==> src/rtl/nand_serial_adder.sv <==
`default_nettype none
// +----------------------------------------------------------------------+
// | Module   : nand_serial_adder (with nand_gate, nand_4_group cells)    |
// | Purpose  : Bit-serial unsigned adder, LSB first, one bit per clock,  |
// |            built from a NAND-only full-adder cell, valid/ready I/O.  |
// | Revision : 1.0 - initial release                                     |
// +----------------------------------------------------------------------+

// Single two-input NAND, the only primitive used by the adder cell.
module nand_gate (
  input  logic a_i,
  input  logic b_i,
  output logic y_o
);
  assign y_o = ~(a_i & b_i);
endmodule

// Four-NAND group: l_o is NAND(x,y), r_o is x XOR y built from NANDs.
module nand_4_group (
  input  logic x_i,
  input  logic y_i,
  output logic l_o,
  output logic r_o
);
  logic w_n1;
  logic w_n2;
  logic w_n3;

  nand_gate u_n1 (.a_i(x_i), .b_i(y_i),  .y_o(w_n1));
  nand_gate u_n2 (.a_i(x_i), .b_i(w_n1), .y_o(w_n2));
  nand_gate u_n3 (.a_i(y_i), .b_i(w_n1), .y_o(w_n3));
  nand_gate u_n4 (.a_i(w_n2), .b_i(w_n3), .y_o(r_o));

  assign l_o = w_n1;
endmodule

module nand_serial_adder #(
  parameter int WIDTH = 8
) (
  input  logic             clk,
  input  logic             reset,
  input  logic             in_valid,
  output logic             in_ready,
  input  logic [WIDTH-1:0] a,
  input  logic [WIDTH-1:0] b,
  input  logic             cin,
  output logic             out_valid,
  input  logic             out_ready,
  output logic [WIDTH-1:0] sum,
  output logic             cout
);

  // Counter must represent WIDTH itself, so size it for WIDTH+1 values.
  localparam int CW = $clog2(WIDTH + 1);
  localparam logic [CW-1:0] C_LAST_BIT = CW'(WIDTH - 1);

  typedef enum logic [1:0] {
    IDLE  = 2'd0,
    SHIFT = 2'd1,
    DONE  = 2'd2
  } state_t;

  state_t           state_q;
  logic [WIDTH-1:0] a_q;
  logic [WIDTH-1:0] b_q;
  logic [WIDTH-1:0] sum_q;
  logic             carry_q;
  logic [CW-1:0]    cnt_q;
  logic             cout_q;
  logic             in_ready_q;
  logic             out_valid_q;

  logic             w_l1;
  logic             w_r1;
  logic             w_l2;
  logic             sum_bit_d;
  logic             carry_d;
  logic [WIDTH-1:0] sum_d;

  // Full-adder cell: group 1 on the operand bits, group 2 adds the carry.
  nand_4_group u_grp1 (.x_i(a_q[0]), .y_i(b_q[0]),  .l_o(w_l1), .r_o(w_r1));
  nand_4_group u_grp2 (.x_i(w_r1),   .y_i(carry_q), .l_o(w_l2), .r_o(sum_bit_d));
  nand_gate    u_cgen (.a_i(w_l1),   .b_i(w_l2),    .y_o(carry_d));

  // Sum register shifts right with the new bit entering at the MSB.
  generate
    if (WIDTH == 1) begin : g_sum_w1
      assign sum_d = sum_bit_d;
    end else begin : g_sum_wn
      assign sum_d = {sum_bit_d, sum_q[WIDTH-1:1]};
    end
  endgenerate

  // Control FSM and datapath registers; reset overrides any handshake.
  always_ff @(posedge clk) begin
    if (reset) begin
      state_q     <= IDLE;
      a_q         <= '0;
      b_q         <= '0;
      sum_q       <= '0;
      carry_q     <= 1'b0;
      cnt_q       <= '0;
      cout_q      <= 1'b0;
      in_ready_q  <= 1'b1;
      out_valid_q <= 1'b0;
    end else begin
      case (state_q)
        IDLE: begin
          if (in_valid) begin
            a_q        <= a;
            b_q        <= b;
            carry_q    <= cin;
            cnt_q      <= '0;
            sum_q      <= '0;
            in_ready_q <= 1'b0;
            state_q    <= SHIFT;
          end
        end
        SHIFT: begin
          a_q     <= a_q >> 1;
          b_q     <= b_q >> 1;
          sum_q   <= sum_d;
          carry_q <= carry_d;
          cnt_q   <= cnt_q + CW'(1);
          // The last bit's carry becomes the published carry-out.
          if (cnt_q == C_LAST_BIT) begin
            cout_q      <= carry_d;
            out_valid_q <= 1'b1;
            state_q     <= DONE;
          end
        end
        DONE: begin
          if (out_ready) begin
            out_valid_q <= 1'b0;
            in_ready_q  <= 1'b1;
            state_q     <= IDLE;
          end
        end
        default: begin
          out_valid_q <= 1'b0;
          in_ready_q  <= 1'b1;
          state_q     <= IDLE;
        end
      endcase
    end
  end

  assign in_ready  = in_ready_q;
  assign out_valid = out_valid_q;
  assign sum       = sum_q;
  assign cout      = cout_q;

endmodule
`default_nettype wire

==> config.mk <==
export PLATFORM = sky130hd
export DESIGN_NAME = nand_serial_adder
export DESIGN_NICKNAME = d
export VERILOG_FILES = /design/src/rtl/nand_serial_adder.sv
export SDC_FILE = /design/constraint.sdc
export NUM_CORES = 1
export LEC_CHECK = 0
export BUFFER_PORTS_ARGS = -buffer_cell sky130_fd_sc_hd__buf_2
export CORE_MARGIN = 2
export CORE_UTILIZATION = 25
export CTS_BUF_LIST = sky130_fd_sc_hd__clkbuf_8
export CTS_CLUSTER_DIAMETER = 50
export DETAILED_ROUTE_END_ITERATION = 7
export GPL_ROUTABILITY_DRIVEN = 0
export GPL_TIMING_DRIVEN = 1
export MAX_ROUTING_LAYER = met4
export PLACE_DENSITY_LB_ADDON = 0.3
export SETUP_SLACK_MARGIN = 0.05
export SLEW_MARGIN = 20
export SYNTH_ARGS = -nofsm -noshare
export SYNTH_HDL_FRONTEND = slang
export SYNTH_SLANG_ARGS = --single-unit
export TNS_END_PERCENT = 5
==> constraint.sdc <==
create_clock -name clk -period 1.66 [get_ports clk]
set_clock_uncertainty 0.05 [all_clocks]
set_input_delay 0.332 -clock clk [delete_from_list [all_inputs] [get_ports clk]]
set_output_delay 0.332 -clock clk [all_outputs]
set_load 0.05 [all_outputs]
==> results.toml, run 1 <==
[outcome]
outcome = "completed"

[synth]
post_synthesis_net_count = 182
synth-edff-count = 0
synth.top_cells.by_area = "sky130_fd_sc_hd__dfxtp_1, sky130_fd_sc_hd__nor2_1, sky130_fd_sc_hd__a211oi_1"
synth_top_flop_cell = "sky130_fd_sc_hd__dfxtp_1"
synthArstFlopShare = 0
synth.yosys.seq_area_share = 0.471
yosysWarningCount = 0
syn_area_per_cell_um2 = 9.09
synthCells = 159
ffs_latches_synth = 34
synth_cell_type_count = 33
yosysTopAreaCell = "sky130_fd_sc_hd__dfxtp_1"
synth_top_cell_area_share = 0.471
syn-cell-area_mm2 = 0.00145

[grt]
grt_util_met1 = 0.154
number_of_antenna_violations_at_the_first_check_in_global_routing = 0
grt_first_pass_wirelength_um = 5890
globalRouteOverflowTotal = 0
grt.met2_usage = 0.188
grt_most_used_layer = "met2"
use_met3 = 0.0339
largest_net_degree_at_the_start_of_global_routing = 18
grt_pass1_vias = 1231
grtUsageTotal = 0.122

[die]
core_region_area_mm2 = 0.00554
design.die.area_mm2 = 0.00640
floorplan.initialDensity = 0.261
number_of_rows_created_at_floorplan = 27
chipHeight_um = 80.0
num_io_pins = 32
die-width_um = 80.0

[clock_network]
insertion_delay_ns = 0.28
numCtsBuffers = 5
clockRootBuffer = "sky130_fd_sc_hd__clkbuf_8"
cts_max_path_buffers = 2
post-cts-setup-buffer-count = 0
clkTransAtPathRegs_ns = 0.07
clock_tree_from_tritoncts = "built"
h-tree-depth = 2
cts.sinks = 34

[routing]
dr_total_vias = 1257
totalWireLength_um = 3450
avgViaCountPerCell = 4.73
drtIter0Drc = 53
routedWlPerCell_um = 13.0
remaining_drc_errors = 0
drtPass1Iterations = 4
drt.antenna.violating_nets = 0

[sta]
setup_viol = 0
post_route_minimum_period_ns = 1.58
report.final.slew_viol_count = 0
timing.fmax_ghz = 0.634
worst_slew_margin_rel = 0.638
final.setup.tns_ns = 0
rsz_0062_raised_after_global_routing = "no"
fin_crit_sh = 0.950
tightest_pin_transition_ns = 0.543
hold_viol = 0

[worst_setup_path]
critical_path_start_end_classification = "register to register"
critPathRequiredTime_ns = 1.83
reg2reg_slack_ns = 0.08
cp-start-kind = "register"
worst-endpoint-arrival_ns = 1.75
critical_path_peak_fanout = 2
critical_path.reg2reg.startpoint = "carry_q"
cp_cell_sequence = "inv_1 > fa_1 > or4_4 > a21oi_2"
reg2reg_to = "cout"
crit_path_max_incr_delay_ns = 0.53
cp_max_stage_cell = "sky130_fd_sc_hd__or4_4"
ff2ff_path_depth = 4
critical_path.endpoint_type = "register"

[cells_and_area]
layout.cells.most_common_list = "sky130_fd_sc_hd__nor2_1, sky130_fd_sc_hd__dfxtp_1, sky130_fd_sc_hd__buf_2"
share_of_layout_cells_above_drive_strength_1 = 0.273
diodes = 0
synthToLayoutAreaGrowth_pct = 23.6
post-route-util = 0.322
final_common_cell = "sky130_fd_sc_hd__nor2_1"
design.final.nets = 216

[placed_design]
place.detailed.hpwl_um = 2420
placement.io_buffers = 31

[power]
finalPower_uw = 1730
total_leakage_power_uw = 0.000740
irDropWorstVdd_mv = 0.283
power_density_mw_per_mm2 = 970

[hold_path]
min-delay-start = "b[7]"
worst_hold_path.num_cells = 3
worst_hold_path.endpoint = "b_q[7]"
hold_path_class = "input port to register"

[flow_run]
max_cap_violations = 0
## per-layer routing
layer / wire length (um) / up-vias / share of wire
met5: 0 / - / 0
met4: 34 / 0 / 0.0099
met3: 146 / 5 / 0.042
met2: 1610 / 25 / 0.47
met1: 1660 / 584 / 0.48
li1: - / 643 / -
## flip-flops by register name, indices dropped and copies added, names as in the netlist
register,flops
carry_q,1
cnt_q,4
cout,1
b_q,8
a_q,8
in_ready,1
state_q,2
sum,8
out_valid,1
## metrics by stage
stage,hold slack (ns),worst slack [ns],cell area [um^2],std cells
CTS,0.259,0.106,1780,266
finish,0.255,0.0824,1790,266
global route,0.305,0.0501,1790,266
detailed placement,0.403,0.122,1690,258
global placement,0.395,0.149,1690,258
floorplan,0.421,0.177,1450,159
## area by class of cell
class / instances / area [um^2]
fillers: 622 / 3750
flip-flops and latches: 34 / 681
clock buffers: 6 / 82.6
clock inverters: 2 / 8.76
well taps: 72 / 90.1
inverters: 5 / 18.8
multi-input cells: 108 / 691
repair buffers: 39 / 215
## cells in the mapped netlist (2+ instances only)
cell type and n:
sky130_fd_sc_hd__a211oi_1 13, sky130_fd_sc_hd__a21oi_1 2, sky130_fd_sc_hd__a221oi_1 3, sky130_fd_sc_hd__a22oi_1 10, sky130_fd_sc_hd__buf_2 2, sky130_fd_sc_hd__buf_4 2, sky130_fd_sc_hd__clkbuf_1 7, sky130_fd_sc_hd__dfxtp_1 34
sky130_fd_sc_hd__inv_1 4, sky130_fd_sc_hd__nand2_1 3, sky130_fd_sc_hd__nand2b_1 2, sky130_fd_sc_hd__nand3_1 2, sky130_fd_sc_hd__nor2_1 38, sky130_fd_sc_hd__nor3_1 3, sky130_fd_sc_hd__o21a_1 2, sky130_fd_sc_hd__o21ba_2 2
sky130_fd_sc_hd__o22ai_1 3, sky130_fd_sc_hd__o2bb2ai_1 11, sky130_fd_sc_hd__or4_1 2
## repair_timing
item / in CTS / in global routing
gates resized for setup: 0 / 2
hold buffers: 0 / 0
setup endpoints to repair: 0 / 1
## cells by family (layout without fill, tap and decap cells)
kind of cell | after synthesis | in the layout | synth area share
fa+ha+maj | 2 | 2 | 0.0225
buf+inv | 17 | 52 | 0.0563
simple gates | 52 | 52 | 0.156
mux | 1 | 1 | 0.00693
compound gates | 53 | 53 | 0.287
flops | 34 | 34 | 0.471
## worst max-delay path by stage
stage | start | endpoint | slack, ns | cells after the start
final | carry_q | cout | 0.08 | 4
after global routing | carry_q | cout | 0.05 | 4
after CTS | carry_q | cout | 0.11 | 4
after detailed placement | carry_q | cout | 0.12 | 4
after global placement | carry_q | cout | 0.15 | 4
after floorplan | carry_q | cout | 0.18 | 4
## power breakdown
group          switching [uW]  internal (uW)
Sequential               28.9            861
Clock                     284            328
Combinational             131           99.4
Total                     443           1290
## worst max-delay path, delay by kind of cell (launching register included)
family | cells | cell delay [ns]
flops | 1 | 0.31
fa+ha+maj | 1 | 0.46
compound gates | 1 | 0.12
simple gates | 1 | 0.53
buf+inv | 1 | 0.06
Power figures use the tool's default switching activity.
==> inputs of run 2 (changes only) <==
--- a/config.mk
+++ b/config.mk
@@ -5,12 +5,12 @@
 export SDC_FILE = /design/constraint.sdc
 export NUM_CORES = 1
 export LEC_CHECK = 0
-export BUFFER_PORTS_ARGS = -buffer_cell sky130_fd_sc_hd__buf_2
 export CORE_MARGIN = 2
 export CORE_UTILIZATION = 25
 export CTS_BUF_LIST = sky130_fd_sc_hd__clkbuf_8
 export CTS_CLUSTER_DIAMETER = 50
 export DETAILED_ROUTE_END_ITERATION = 7
+export DONT_BUFFER_PORTS = 1
 export GPL_ROUTABILITY_DRIVEN = 0
 export GPL_TIMING_DRIVEN = 1
 export MAX_ROUTING_LAYER = met4
==> run 2 against run 1 <==
  * Clock power is 24% higher
  * Final cell count is 12% lower
  * Non-clock buffer count is 33 lower
  * Utilization is 2.6 points lower
  * Maximum frequency is 3.9% higher
  * Largest cell class unchanged
==> results.toml, run 2 (synthesis gave the netlist of run 1 again) <==
[outcome]
outcome = "completed"

[routing]
drt.antenna.violating_nets = 0
dr_total_vias = 1134
routed-wl-met3_um = 159
routedWlPerCell_um = 14.6
totalWireLength_um = 3410
avgViaCountPerCell = 4.87
drtPass1Iterations = 4
remaining_drc_errors = 0
met1_length_um = 1690
wl_met2_um = 1490
top_layer = "met4"
drtIter0Drc = 48

[cells_and_area]
diodes = 0
layout.cells.most_common_list = "sky130_fd_sc_hd__nor2_1, sky130_fd_sc_hd__dfxtp_1, sky130_fd_sc_hd__a211oi_1"
nFillCells = 618
post-route-util = 0.296
synthToLayoutAreaGrowth_pct = 13.6
share_of_layout_cells_above_drive_strength_1 = 0.137
design.final.nets = 183
final_common_cell = "sky130_fd_sc_hd__nor2_1"

[sta]
hold_viol = 0
timing.fmax_ghz = 0.658
rsz_0062_raised_after_global_routing = "no"
worst_slew_margin_rel = 0.621
hold-worst-slack_ns = 0.0475
tightest_pin_transition_ns = 0.567
fin_crit_sh = 0.915
post_route_minimum_period_ns = 1.52
final.setup.tns_ns = 0
setup_viol = 0
report.final.slew_viol_count = 0

[placed_design]
placement.io_buffers = 0
place.detailed.hpwl_um = 2320

[worst_setup_path]
critPathRequiredTime_ns = 1.84
kind_of_cell_adding_the_most_delay_to_the_critical_path = "simple AND/OR/NAND/NOR gates"
critical_path_start_end_classification = "register to register"
worstPathBufferInverterCount = 1
cp_num_cells = 4
reg2reg_slack_ns = 0.14
critical_path.endpoint_type = "register"
endpoint = "cout"
crit_path_max_incr_delay_ns = 0.52
ff2ff_path_depth = 4
reg2reg_to = "cout"
critical_path.startpoint = "carry_q"
critical_path_peak_fanout = 2
critical_path.reg2reg.startpoint = "carry_q"
cp-start-kind = "register"
cp_max_stage_cell = "sky130_fd_sc_hd__or4_4"
cp_cell_sequence = "inv_1 > fa_2 > or4_4 > a21oi_2"
worst-endpoint-arrival_ns = 1.70

[clock_network]
cts.sinks = 34
clock_tree_from_tritoncts = "built"
clkTransAtPathRegs_ns = 0.07
h-tree-depth = 2
clockRootBuffer = "sky130_fd_sc_hd__clkbuf_8"
cts_max_path_buffers = 2
cts_hold_buf = 0
insertion_delay_ns = 0.29
numCtsBuffers = 5

[grt]
grt_pass1_vias = 1080
grt_first_pass_wirelength_um = 5400
number_of_antenna_violations_at_the_first_check_in_global_routing = 0
largest_net_degree_at_the_start_of_global_routing = 35
globalRouteOverflowTotal = 0
grtUsageTotal = 0.114

[power]
irDropWorstVdd_mv = 0.371
power_density_mw_per_mm2 = 1120
total_leakage_power_uw = 0.000591

[flow_run]
max_cap_violations = 0

[die]
die-width_um = 80.0
num_io_pins = 32
floorplan.initialDensity = 0.261
chipHeight_um = 80.0
number_of_rows_created_at_floorplan = 27
core_region_area_mm2 = 0.00554
design.die.area_mm2 = 0.00640

[hold_path]
hold_path_class = "input port to register"
-- run 2: cell types whose count changed in the layout (fill, tap and decap cells not counted), sizes merged --
cell      delta
buf         -33
clkbuf       -1
clkinv       -1
bufinv       +1
inv          -1
clkinvlp     +2
-- run 2: timing repair --
action                                  4_1_cts  5_1_grt
resized for setup                             0        3
setup buffers                                 0        0
endpoints found under the setup margin        0        1
-- run 2: worst min path at each step --
stage                       from  endpoint  slack, ns  cells past startpoint
after floorplan           b_q[0]    b_q[0]       0.42                      2
after global placement     reset      cout       0.36                      1
after detailed placement   reset      cout       0.36                      1
after CTS                  reset    sum[7]       0.05                      1
after global routing       reset      cout       0.04                      1
final                      reset      cout       0.05                      1
-- run 2: area by class of cell --
| class | instances | area, um^2 | share of cell area |
|---|---|---|---|
| clock inverter | 3 | 45.0 | 0.0274 |
| sequential | 34 | 681 | 0.415 |
| inverter | 5 | 18.8 | 0.0114 |
| tap | 72 | 90.1 | 0.0549 |
| timing repair buffer | 6 | 45.0 | 0.0274 |
| multi-input combinational | 108 | 693 | 0.422 |
| clock buffer | 5 | 68.8 | 0.0419 |
-- run 2: where the power goes --
part	switching (uW)	internal [uW]
clock	315	446
sequential	44.3	861
combinational	88.7	79.0
total	448	1390
-- run 2: per-layer routing --
layer / global-route usage / vias up
li1: - / 580
met1: 0.153 / 520
met2: 0.161 / 27
met3: 0.0294 / 7
met4: 0.0508 / 0
met5: - / -
-- run 2: through the flow --
step / area [um^2] / cells / setup WS [ns] / power (uW)
floorplan: 1450 / 159 / 0.177 / 1060
global placement: 1520 / 225 / 0.142 / 1090
detailed placement: 1520 / 225 / 0.137 / 1090
CTS: 1630 / 233 / 0.117 / 1860
global route: 1640 / 233 / 0.109 / 1920
finish: 1640 / 233 / 0.141 / 1830
==> inputs of run 3 (changes only) <==
--- a/config.mk
+++ b/config.mk
@@ -5,7 +5,7 @@
 export SDC_FILE = /design/constraint.sdc
 export NUM_CORES = 1
 export LEC_CHECK = 0
-export CORE_MARGIN = 2
+export CORE_MARGIN = 5
 export CORE_UTILIZATION = 25
 export CTS_BUF_LIST = sky130_fd_sc_hd__clkbuf_8
 export CTS_CLUSTER_DIAMETER = 50
==> constraint.sdc (replaced) <==
create_clock -name clk -period 1.66 [get_ports clk]
set_clock_uncertainty 0.05 [all_clocks]
set_input_delay 0.166 -clock clk [delete_from_list [all_inputs] [get_ports clk]]
set_output_delay 0.166 -clock clk [all_outputs]
set_load 0.05 [all_outputs]
==> run 3 against run 2 <==
  * Final area is 4.9% higher
  * Count of clock-buffer cells in the layout increased by 3
  * Global-route usage down 0.30 points
  * Critical path type unchanged
==> results.toml, run 3 (synthesis gave the netlist of run 1 again) <==
[sta]
post_route_minimum_period_ns = 1.55
rsz_0062_raised_after_global_routing = "yes"
fin_crit_sh = 0.933
hold_viol = 0
report.final.slew_viol_count = 0
setup_viol = 0
final.setup.worst_slack_ns = 0.112
hold-worst-slack_ns = 0.0338
worst_slew_margin_rel = 0.488
tightest_pin_transition_ns = 0.768
final.setup.tns_ns = 0
timing.fmax_ghz = 0.646

[worst_setup_path]
cp_cell_sequence = "inv_1 > fa_1 > or4_1 > a21oi_1"
ff2ff_path_depth = 4
cp_max_stage_cell = "sky130_fd_sc_hd__or4_1"
worst-endpoint-arrival_ns = 1.72
critical_path_peak_fanout = 2
critPathRequiredTime_ns = 1.84
critical_path_start_end_classification = "register to register"
cp-start-kind = "register"
crit_path_max_incr_delay_ns = 0.52
critical_path.endpoint_type = "register"

[routing]
routedWlPerCell_um = 14.6
met1_length_um = 1770
drtIter0Drc = 93
routed-wl-met3_um = 224
remaining_drc_errors = 0
drt.antenna.violating_nets = 0
dr_total_vias = 1165
avgViaCountPerCell = 4.79
top_layer = "met4"
totalWireLength_um = 3560
wl_met2_um = 1500
drtPass1Iterations = 4

[placed_design]
worst_setup_timing_slack_at_the_placement_stage_ns = 0.125
placement.io_buffers = 0
placedInstanceArea_mm2 = 0.00157
place.detailed.hpwl_um = 2350

[die]
core_region_area_mm2 = 0.00557
die-width_um = 86.0
floorplan.initialDensity = 0.259
design.die.area_mm2 = 0.00740
number_of_rows_created_at_floorplan = 27
num_io_pins = 32
chipHeight_um = 86.0

[clock_network]
clockRootBuffer = "sky130_fd_sc_hd__clkbuf_8"
cts_max_path_buffers = 2
clock_tree_from_tritoncts = "built"
clkTransAtPathRegs_ns = 0.07
insertion_delay_ns = 0.29
numCtsBuffers = 5
post-cts-setup-buffer-count = 0
cts.sinks = 34
h-tree-depth = 2

[cells_and_area]
synthToLayoutAreaGrowth_pct = 19.1
nFillCells = 600
design.final.nets = 193
multiInputGateArea_um2 = 683
share_of_layout_cells_above_drive_strength_1 = 0.164
final_common_cell = "sky130_fd_sc_hd__nor2_1"
layout.cells.most_common_list = "sky130_fd_sc_hd__nor2_1, sky130_fd_sc_hd__dfxtp_1, sky130_fd_sc_hd__a211oi_1, sky130_fd_sc_hd__buf_4, sky130_fd_sc_hd__o2bb2ai_1"
sequential_cell_area_um2 = 682
diodes = 0
fin_area_mm2 = 0.00172

[grt]
globalRouteOverflowTotal = 0
number_of_antenna_violations_at_the_first_check_in_global_routing = 0
grtUsageTotal = 0.111
largest_net_degree_at_the_start_of_global_routing = 35
grt_pass1_vias = 1190
grt_first_pass_wirelength_um = 6230

[power]
irDropWorstVdd_mv = 0.511
total_leakage_power_uw = 0.000652
power_density_mw_per_mm2 = 1050

[flow_run]
max_cap_violations = 0

[outcome]
outcome = "completed"

[hold_path]
hold_path_class = "input port to register"
worst_hold_path.num_cells = 2
run 3: changes by cell type in the layout (fill, tap and decap cells not counted), moves of 2 or more:
| cell | previous run | this run |
|---|---|---|
| sky130_fd_sc_hd__clkinvlp_4 | 2 | 0 |
| sky130_fd_sc_hd__dlygate4sd3_1 | 0 | 2 |
| sky130_fd_sc_hd__buf_4 | 6 | 13 |
| sky130_fd_sc_hd__clkbuf_8 | 5 | 8 |
run 3: final cells by class:
type / instances / share of cell area
multi-input cells: 108 / 0.397
well taps: 72 / 0.0523
inverters: 5 / 0.0109
flip-flops and latches: 34 / 0.396
repair buffers: 16 / 0.0799
clock buffers: 8 / 0.0640
run 3: final timing paths:
check / startpoint / to / slack [ns]
max: carry_q / cout / 0.11
min: in_valid / b_q[6] / 0.03
max reg2reg: carry_q / cout / 0.11
min reg2reg: b_q[4] / b_q[4] / 0.45
run 3: per-layer routing:
metal  vias up  global-route usage
li1        597                   -
met1       531               0.150
met5         -                   -
met4         0              0.0432
met2        31               0.149
met3         6              0.0413
run 3: where the power goes:
part	total, uW	switching (uW)	leakage [uW]	internal [uW]
Combinational	203	118	0.000316	85.0
Sequential	890	27.9	0.000279	862
Clock	716	297	0.0000575	419
Total	1810	443	0.000652	1370
run 3: through the flow:
step | utilization | cells | power [uW]
after floorplan | - | 159 | 1060
after global placement | 0.282 | 232 | 1090
after detailed placement | 0.282 | 232 | 1090
after CTS | 0.309 | 243 | 1840
after global routing | 0.309 | 243 | 1910
final | 0.309 | 243 | 1810
run 3: critical path: cells and delay by family, from the launching register on:
kind                     cells  cell delay (ns)
AO/OA/AOI/OAI                1             0.12
adder cells (fa/ha/maj)      1             0.43
buffers and inverters        1             0.06
flip-flops                   1             0.31
AND/OR/NAND/NOR              1             0.52
run 3: repair_timing:
action                                 CTS  global route
setup endpoints to repair                0            19
hold buffers                             3             0
gates resized for setup                  0             1
endpoints found under the hold margin   34             0
